[src/rtl/sdio_rbuf_sched.sv]
// sdio_rbuf_sched
//   Sys_clk-side scheduler for the two-entry SD read ping-pong buffer.
//   It waits for the current buffer to report ready, streams its bytes
//   into the DMA write port, releases the buffer with a one-cycle free
//   pulse and then alternates to the other buffer. It keeps going until
//   the card-side data phase has ended and no further buffer is ready.
//
// Ports
//   sys_clk, rstn         clock, asynchronous active-low reset
//   sys_rst               synchronous soft reset (same effect as rstn)
//   auto_start, abort     session start / terminate pulses
//   blk_len               bytes per buffer (0 means 2**AW), sampled entering XFER
//   buf0/1_rd_rdy         buffer-full levels (already synchronised)
//   dat_done              card data phase complete pulse
//   buf_rd_en/sel/addr    buffer RAM read port; buf_rd_data returns 1 cycle later
//   dma_busy              DMA cannot accept new reads (stalls issue only)
//   dma_wr, dma_wdata     byte strobe/data into the DMA
//   buf_free              release pulse for buffer buf_rd_sel
//   dma_buf_empty         no byte in flight and not transferring
//   xfer_done, busy       normal session end pulse, state != IDLE
module sdio_rbuf_sched #(
    parameter int AW   = 9,
    parameter int HOLD = 8
) (
    input  logic          sys_clk,
    input  logic          rstn,
    input  logic          sys_rst,
    input  logic          auto_start,
    input  logic          abort,
    input  logic [AW:0]   blk_len,
    input  logic          buf0_rd_rdy,
    input  logic          buf1_rd_rdy,
    input  logic          dat_done,
    output logic          buf_rd_en,
    output logic          buf_rd_sel,
    output logic [AW-1:0] buf_rd_addr,
    input  logic [7:0]    buf_rd_data,
    input  logic          dma_busy,
    output logic          dma_wr,
    output logic [7:0]    dma_wdata,
    output logic          buf_free,
    output logic          dma_buf_empty,
    output logic          xfer_done,
    output logic          busy
);

    localparam int HW = (HOLD < 1) ? 1 : $clog2(HOLD + 1);

    typedef enum logic [2:0] {
        S_IDLE,
        S_WAIT_RDY,
        S_XFER,
        S_DRAIN,
        S_FREE,
        S_DONE
    } state_t;

    state_t        state, state_nxt;
    logic          cur_buf, cur_buf_nxt;
    logic          done_flag, done_flag_nxt;
    logic [AW-1:0] addr, addr_nxt;
    logic [AW:0]   count, count_nxt;
    logic [HW-1:0] hold0, hold0_nxt;
    logic [HW-1:0] hold1, hold1_nxt;
    logic          wr_pend;
    logic          rdy_sel;
    logic [HW-1:0] hold_sel;
    logic [AW:0]   len_load;

    assign rdy_sel  = cur_buf ? buf1_rd_rdy : buf0_rd_rdy;
    assign hold_sel = cur_buf ? hold1 : hold0;
    // blk_len of zero encodes a full 2**AW byte buffer
    assign len_load = (blk_len == '0) ? {1'b1, {AW{1'b0}}} : blk_len;

    always_comb begin
        state_nxt     = state;
        cur_buf_nxt   = cur_buf;
        done_flag_nxt = done_flag;
        addr_nxt      = addr;
        count_nxt     = count;
        hold0_nxt     = (hold0 != '0) ? hold0 - 1'b1 : hold0;
        hold1_nxt     = (hold1 != '0) ? hold1 - 1'b1 : hold1;
        buf_free      = 1'b0;
        xfer_done     = 1'b0;
        // A read issued in the abort cycle is still in flight and completes.
        buf_rd_en     = (state == S_XFER) && !dma_busy;

        if (state != S_IDLE && dat_done)
            done_flag_nxt = 1'b1;

        if (abort) begin
            state_nxt = S_IDLE;
        end else begin
            case (state)
                S_IDLE: begin
                    if (auto_start) begin
                        done_flag_nxt = 1'b0;
                        cur_buf_nxt   = 1'b0;
                        state_nxt     = S_WAIT_RDY;
                    end
                end
                S_WAIT_RDY: begin
                    if (rdy_sel && hold_sel == '0) begin
                        count_nxt = len_load;
                        addr_nxt  = '0;
                        state_nxt = S_XFER;
                    end else if (done_flag) begin
                        state_nxt = S_DONE;
                    end
                end
                S_XFER: begin
                    if (!dma_busy) begin
                        // address parks on the last byte instead of wrapping
                        if (count == {{AW{1'b0}}, 1'b1}) begin
                            state_nxt = S_DRAIN;
                        end else begin
                            addr_nxt  = addr + 1'b1;
                            count_nxt = count - 1'b1;
                        end
                    end
                end
                S_DRAIN: state_nxt = S_FREE;
                S_FREE: begin
                    buf_free = 1'b1;
                    if (cur_buf) hold1_nxt = HW'(HOLD);
                    else         hold0_nxt = HW'(HOLD);
                    cur_buf_nxt = ~cur_buf;
                    state_nxt   = S_WAIT_RDY;
                end
                S_DONE: begin
                    xfer_done = 1'b1;
                    state_nxt = S_IDLE;
                end
                default: state_nxt = S_IDLE;
            endcase
        end
    end

    always_ff @(posedge sys_clk or negedge rstn) begin
        if (!rstn) begin
            state     <= S_IDLE;
            cur_buf   <= 1'b0;
            done_flag <= 1'b0;
            addr      <= '0;
            count     <= '0;
            hold0     <= '0;
            hold1     <= '0;
            wr_pend   <= 1'b0;
        end else if (sys_rst) begin
            state     <= S_IDLE;
            cur_buf   <= 1'b0;
            done_flag <= 1'b0;
            addr      <= '0;
            count     <= '0;
            hold0     <= '0;
            hold1     <= '0;
            wr_pend   <= 1'b0;
        end else begin
            state     <= state_nxt;
            cur_buf   <= cur_buf_nxt;
            done_flag <= done_flag_nxt;
            addr      <= addr_nxt;
            count     <= count_nxt;
            hold0     <= hold0_nxt;
            hold1     <= hold1_nxt;
            wr_pend   <= buf_rd_en;
        end
    end

    assign buf_rd_sel    = cur_buf;
    assign buf_rd_addr   = addr;
    assign dma_wr        = wr_pend;
    assign dma_wdata     = buf_rd_data;
    assign busy          = (state != S_IDLE);
    assign dma_buf_empty = !wr_pend &&
                           (state == S_IDLE || state == S_WAIT_RDY || state == S_DONE);

endmodule
[config.mk]
export PLATFORM = sky130hd
export DESIGN_NAME = sdio_rbuf_sched
export DESIGN_NICKNAME = d
export VERILOG_FILES = /design/src/rtl/sdio_rbuf_sched.sv
export SDC_FILE = /design/constraint.sdc
export NUM_CORES = 1
export LEC_CHECK = 0
export ABC_CLOCK_PERIOD_IN_PS = 3380
export BUFFER_PORTS_ARGS = -buffer_cell sky130_fd_sc_hd__clkbuf_2
export CAP_MARGIN = 25
export CORE_MARGIN = 2
export CORE_UTILIZATION = 35
export DETAILED_ROUTE_END_ITERATION = 7
export PLACE_DENSITY = 0.55
export SLEW_MARGIN = 10
export SYNTH_ARGS = -nofsm -noshare
export SYNTH_HDL_FRONTEND = slang
export SYNTH_SLANG_ARGS = --single-unit
[constraint.sdc]
create_clock -name sys_clk -period 3.38 [get_ports sys_clk]
set_clock_uncertainty 0.05 [all_clocks]
set_input_delay 0.169 -clock sys_clk [delete_from_list [all_inputs] [get_ports sys_clk]]
set_output_delay 0.169 -clock sys_clk [all_outputs]
set_load 0.01 [all_outputs]
Word level (Yosys, flattened, before mapping)
Cells that the tools add are included.
Operators by class
  $add $sub $neg: 4
  multiply operators: 0
  divide/modulo/power cells: 0
  magnitude comparators: 0
  equal/unequal tests: 15
  shift-type cells: 0
  mux-type cells: 47
  bitwise logic cells: 1
  reduce and logical (&&, ||, !) cells: 19
Operators with widths (number)
  $mux W10: 6
  $mux W9: 5
  $mux W4: 11
  $mux W3: 7
  $pmux W10 S2: 1
  $pmux W9 S2: 1
  $pmux W3 S5: 1
  $mux W1: 14
  $ne A3 B3 Y1 const B: 4
  $eq A10 B1 Y1 const B: 1
  $logic_not A10 Y1: 1
  $sub A10 B1 Y10 const B: 1
  $add A9 B1 Y9 const B: 1
  $reduce_bool A3 Y1: 3
  $ne A4 B4 Y1 const B: 2
  $reduce_bool A4 Y1: 2
  $sub A4 B1 Y4 const B: 2
  $eq A3 B2 Y1 const B: 2
  $eq A3 B3 Y1 const B: 2
  $ne A5 B5 Y1 const B: 1
  $reduce_and A5 Y1: 1
  $logic_and A1 B1 Y1: 4
  $logic_not A4 Y1: 1
  $ne A4 B3 Y1 const B: 1
  other kinds (9): 11
Storage, ports and cells
  register bits: 33
  bits in latches: 0
  memory bits (writable): 0
  ROM bits: 0
  input bits: 27
  output and inout port bits: 24
  word-level logic and storage cells: 94
  memories kept: 0

Depth between registers and ports, before layout
  depth after elaboration: 7
  gate-level depth with buffers: 7
  gate-level depth less buffers: 6

Worst setup path after synthesis
No wires, ideal clock.
  path type: register to register
  from: reg cur_buf (netlist: buf_rd_sel)
  to: reg count[2]
  library setup time: 0.140 ns
  arrival: 1.497 ns
  required time: 3.190 ns
  slack: 1.693 ns
  cell stages (with the launch flop): 7
  buffers on the path: 1
  clock period less this slack: 1.687 ns
  cell sequence: dfrtp_1 -> nor4b_1 -> a22o_2 -> nand3_2 -> buf_2 -> a21oi_1 -> o32ai_2
On the way
  word-level cells in the longest chain between the ends: 5
  elaborated cells between the ends (all ways): 6
  those cells by class: eq/ne: 1; mux: 2; reduce/logical: 3
RTL lines
  start, declared: line 59  | logic cur_buf, cur_buf_nxt;
  start signal, assigned: line 160  | cur_buf <= cur_buf_nxt;
  $mux W4: line 71  | assign hold_sel = cur_buf ? hold1 : hold0;
  $logic_not A4 Y1: line 103  | if (rdy_sel && hold_sel == '0) begin
  $logic_and A1 B1 Y1 (*): line 103
  $ne A3 B3 Y1 (no source line) (*)
  $reduce_and A5 Y1 (no source line) (*)
  end signal, assigned: line 163  | count <= count_nxt;
  end, declared: line 62  | logic [AW:0] count, count_nxt;
Mark *: on every way between the ends. The rest lies on a longest branch, timed or not.
A chain may end at the register's enable or synchronous reset.

Worst setup path after layout
  from: reg state[1]
  to: out buf_rd_en
On the way
  word-level cells in the longest chain between the ends: 2
RTL lines
  start, declared: line 58  | state_t state, state_nxt;
  start signal, assigned: line 159  | state <= state_nxt;
  $eq A3 B2 Y1: line 86  | buf_rd_en = (state == S_XFER) && !dma_busy;
  $logic_and A1 B1 Y1: line 86
  end, declared: line 34  | output logic buf_rd_en,
Every way passes these cells.

==> summary.txt <==
GRT
  • Vias in the first global route: 1855
  • Initial antenna violation count: 0
  • Tot GR Track Use: 15.9%
  • Overflow after GRT: 0
  • Largest net degree at the start of global routing: 34
  • Global-route wire length before repair: 9140 µm

Placed design
  • Placed cell area: 0.00231 mm²
  • IO Port Bufs: 34
  • Cells after DPL: 342
  • DP HPWL: 3560 µm
  • GP Congestion: 0.764

Clocking
  • H-tree Lvls: 2
  • Total clock sinks: 33
  • Clk_lat worst skew: 0.29 ns
  • Longest Clk Path Bufs: 2
  • Post-CTS setup buffers: 0
  • CTS tree: done
  • CTS Root Cell: clkbuf_8
  • Inserted Clock Buffers: 5
  • Reg clk slew, reported paths: 0.07 ns
  • Resized cells post-CTS: 0

Setup path
  • CP bufs+invs: 1
  • Crit-path cells: or3b_1 -> nor2_1 -> clkbuf_2
  • CP Max Fanout: 26
  • Worst Setup End Kind: primary output
  • Setup Crit Path Kind: register to primary output
  • CP required: 3.16 ns
  • Delay-heaviest family, CP: simple AND/OR/NAND/NOR gates
  • Worst Setup Start Kind: register
  • Worst EP arrival: 1.96 ns
  • CP max stage cell: or3b_1
  • Critical path's largest stage delay: 0.75 ns

Timing
  • Fmax: 0.459 GHz
  • Setup violators final: 0
  • Hold Vio Cnt, Final: 0
  • Period utilization: 64.4%
  • Worst slew pin tran: 0.874 ns
  • Final Slew Violations: 0
  • Min Hold Slack: 0.0752 ns
  • Relative slew margins: 41.7%
  • RSZ-0062 raised after global routing: false
  • Sum of negative setup slack: 0 ns
  • Final Critical Period: 2.18 ns

Drt
  • Routed WL: 5240 µm
  • Vias: 1925
  • DRT antenna net count: 0
  • Starting DRT DRC Count: 72
  • DR WL/cell: 15.0 µm
  • Remaining DRCs: 0
  • Vias/cell: 5.50
  • First drt pass iteration count: 4

Outcome
  • Outcome: finished, final reports clean

Cells and area
  • Fraction of layout cells with a size suffix above 1: 21.1%
  • Antenna Cells: 0
  • Flip-flop and latch area: 826 µm²
  • Final Non-Filler Cells: 350
  • Layout fillers: 622
  • Fin area: 0.00240 mm²
  • Multi-input gate area: 0.00117 mm²
  • Area Growth Syn to Fin: 9.46%
  • # nets final: 307

Logic synthesis
  • Post-synth top area cell: dfrtp_1
  • Post-synthesis mux area share: 1.48%
  • Yosys warns: 0
  • Mean post-synth cell area: 8.54 µm²
  • XOR/XNOR share of the synthesized area: 0.798%
  • Syn_nets: 289
  • Simple-gate share of the synthesized area: 26.3%
  • Synthesized flop and latch total: 33
  • EDFF count, synth: 0
  • Mapped Area: 0.00220 mm²
  • Seq/Total Area, Yosys: 37.6%
  • Cell count after synthesis: 257
  • Cell variety after synth: 52
  • Ranking of synthesized cells by area: dfrtp_1 (38%), a21oi_1 (7.1%), nor2_1 (5.1%)
  • Yosys top cell area share: 37.6%
  • Largest family of logic cells by synthesized area: simple AND/OR/NAND/NOR gates
  • Adder-cell area share of the yosys netlist: 2.85%
  • Synth Area in Compound Gates: 21.8%
  • Main synth FF type: dfrtp_1
  • Async SR Flop Fraction: 100%

Power and ir drop
  • PD cells: 464 mW/mm²
  • Maximum VDD drop: 222 µV
  • Total power: 1.12 mW
  • Leakage: 1.04 nW

Die
  • Die area: 0.00692 mm²
  • Initial core utilization: 36.7%
  • I/O pins: 51
  • Core area: 0.00599 mm²
  • FP Rows: 28
  • Die Y: 83.2 µm
  • Die X: 83.2 µm

Job
  • Max-cap violations: 0

Hold path
  • Worst Hold Class: input pin to register
-- per-layer routing --
layer | track usage, % | routed length (µm) | up-vias
li1 | - | - | 968
met1 | 21.1 | 2500 | 912
met2 | 25.7 | 2420 | 38
met3 | 3.48 | 245 | 7
met4 | 5.07 | 72 | 0
met5 | 0 | 0 | -
-- synthesized netlist by cell type, types with 2 or more instances --
master,n
a21o_1,2
nand2b_1,3
o32ai_1,3
nor4_1,4
clkbuf_1,6
a41oi_1,4
buf_6,3
inv_1,13
o21ai_0,2
a311oi_1,4
o21ai_1,3
buf_2,5
and3_1,4
a211oi_1,3
dfrtp_1,33
a21oi_1,31
buf_4,9
nor2_1,30
o32ai_2,5
nand3_1,11
xnor2_1,2
nor3_1,16
or3_1,3
a31oi_1,2
mux2_2,2
ha_1,5
nand2_1,24
-- per-stage QoR --
| step | worst slack [ns] | utilization (%) |
|---|---|---|
| floorplan | 1.69 | - |
| global placement | 1.29 | 38.5 |
| detailed placement | 1.28 | 38.5 |
| CTS | 1.18 | 40.1 |
| global route | 1.04 | 40.1 |
| finish | 1.20 | 40.1 |
-- area by class of cell --
type	count	area share [%]
multi-input cells	187	48.6
flip-flops and latches	33	34.4
repair buffers	35	7.50
well taps	75	3.90
clock buffers	7	3.59
inverters	13	2.03
-- sequential cells by signal, indices dropped and copies added, names as in the netlist --
register,flops
count,10
buf_rd_sel,1
dma_wr,1
state,3
hold1,4
buf_rd_addr,9
hold0,4
done_flag,1
-- path summary, 6_finish.rpt --
| check | from | end | slack, ns | depth (start not counted) |
|---|---|---|---|---|
| worst max register to register | state[1] | count[4] | 1.25 | 4 |
| worst min-delay path | dma_busy | dma_wr | 0.08 | 2 |
| max in group asynchronous | rstn | hold1[1] | 2.25 | 2 |
| worst min register to register | buf_rd_addr[8] | buf_rd_addr[8] | 0.46 | 1 |
| min in group asynchronous | rstn | count[3] | 0.48 | 2 |
| worst max-delay path | state[1] | buf_rd_en | 1.20 | 3 |
-- placed cells by master, fill, tap and decap left out, types with 2 or more instances in the layout --
cell type  netlist  final
dfrtp_1         33     33
nand2b_1         3      3
and3_1           4      4
a21oi_1         31     31
inv_1           13     13
o21ai_1          3      3
a21o_1           2      2
o32ai_1          3      3
nor2_1          30     30
ha_1             5      5
a311oi_1         4      4
a211oi_1         3      3
mux2_2           2      2
nor3_1          16     16
nand3_1         11     11
or3_1            3      3
a31oi_1          2      2
o32ai_2          5      5
clkbuf_2         0     34
a41oi_1          4      4
clkbuf_8         0      6
o21ai_0          2      2
nor4_1           4      4
nand2_1         24     24
xnor2_1          2      2
-- where the power goes --
group / total [mW] / switching (mW) / internal (mW)
logic: 0.317 / 0.178 / 0.139
registers: 0.486 / 0.0475 / 0.439
clock network: 0.312 / 0.151 / 0.162
-- repair_timing --
item / CTS / global route
hold buffers: 1 / 0
setup endpoints to repair: 0 / 0
endpoints found under the hold margin: 33 / 0
-- cell families (layout without fill, tap and decap cells) --
kind of cell,after synthesis,in the layout
adders and majority gates,5,5
xor gates and xnor gates,2,2
AOI/OAI and AO/OA,67,67
DFF,33,33
and+or+nand+nor,110,110
buffers and inverters,37,55
muxes,3,3
Power figures use the tool's default switching activity.
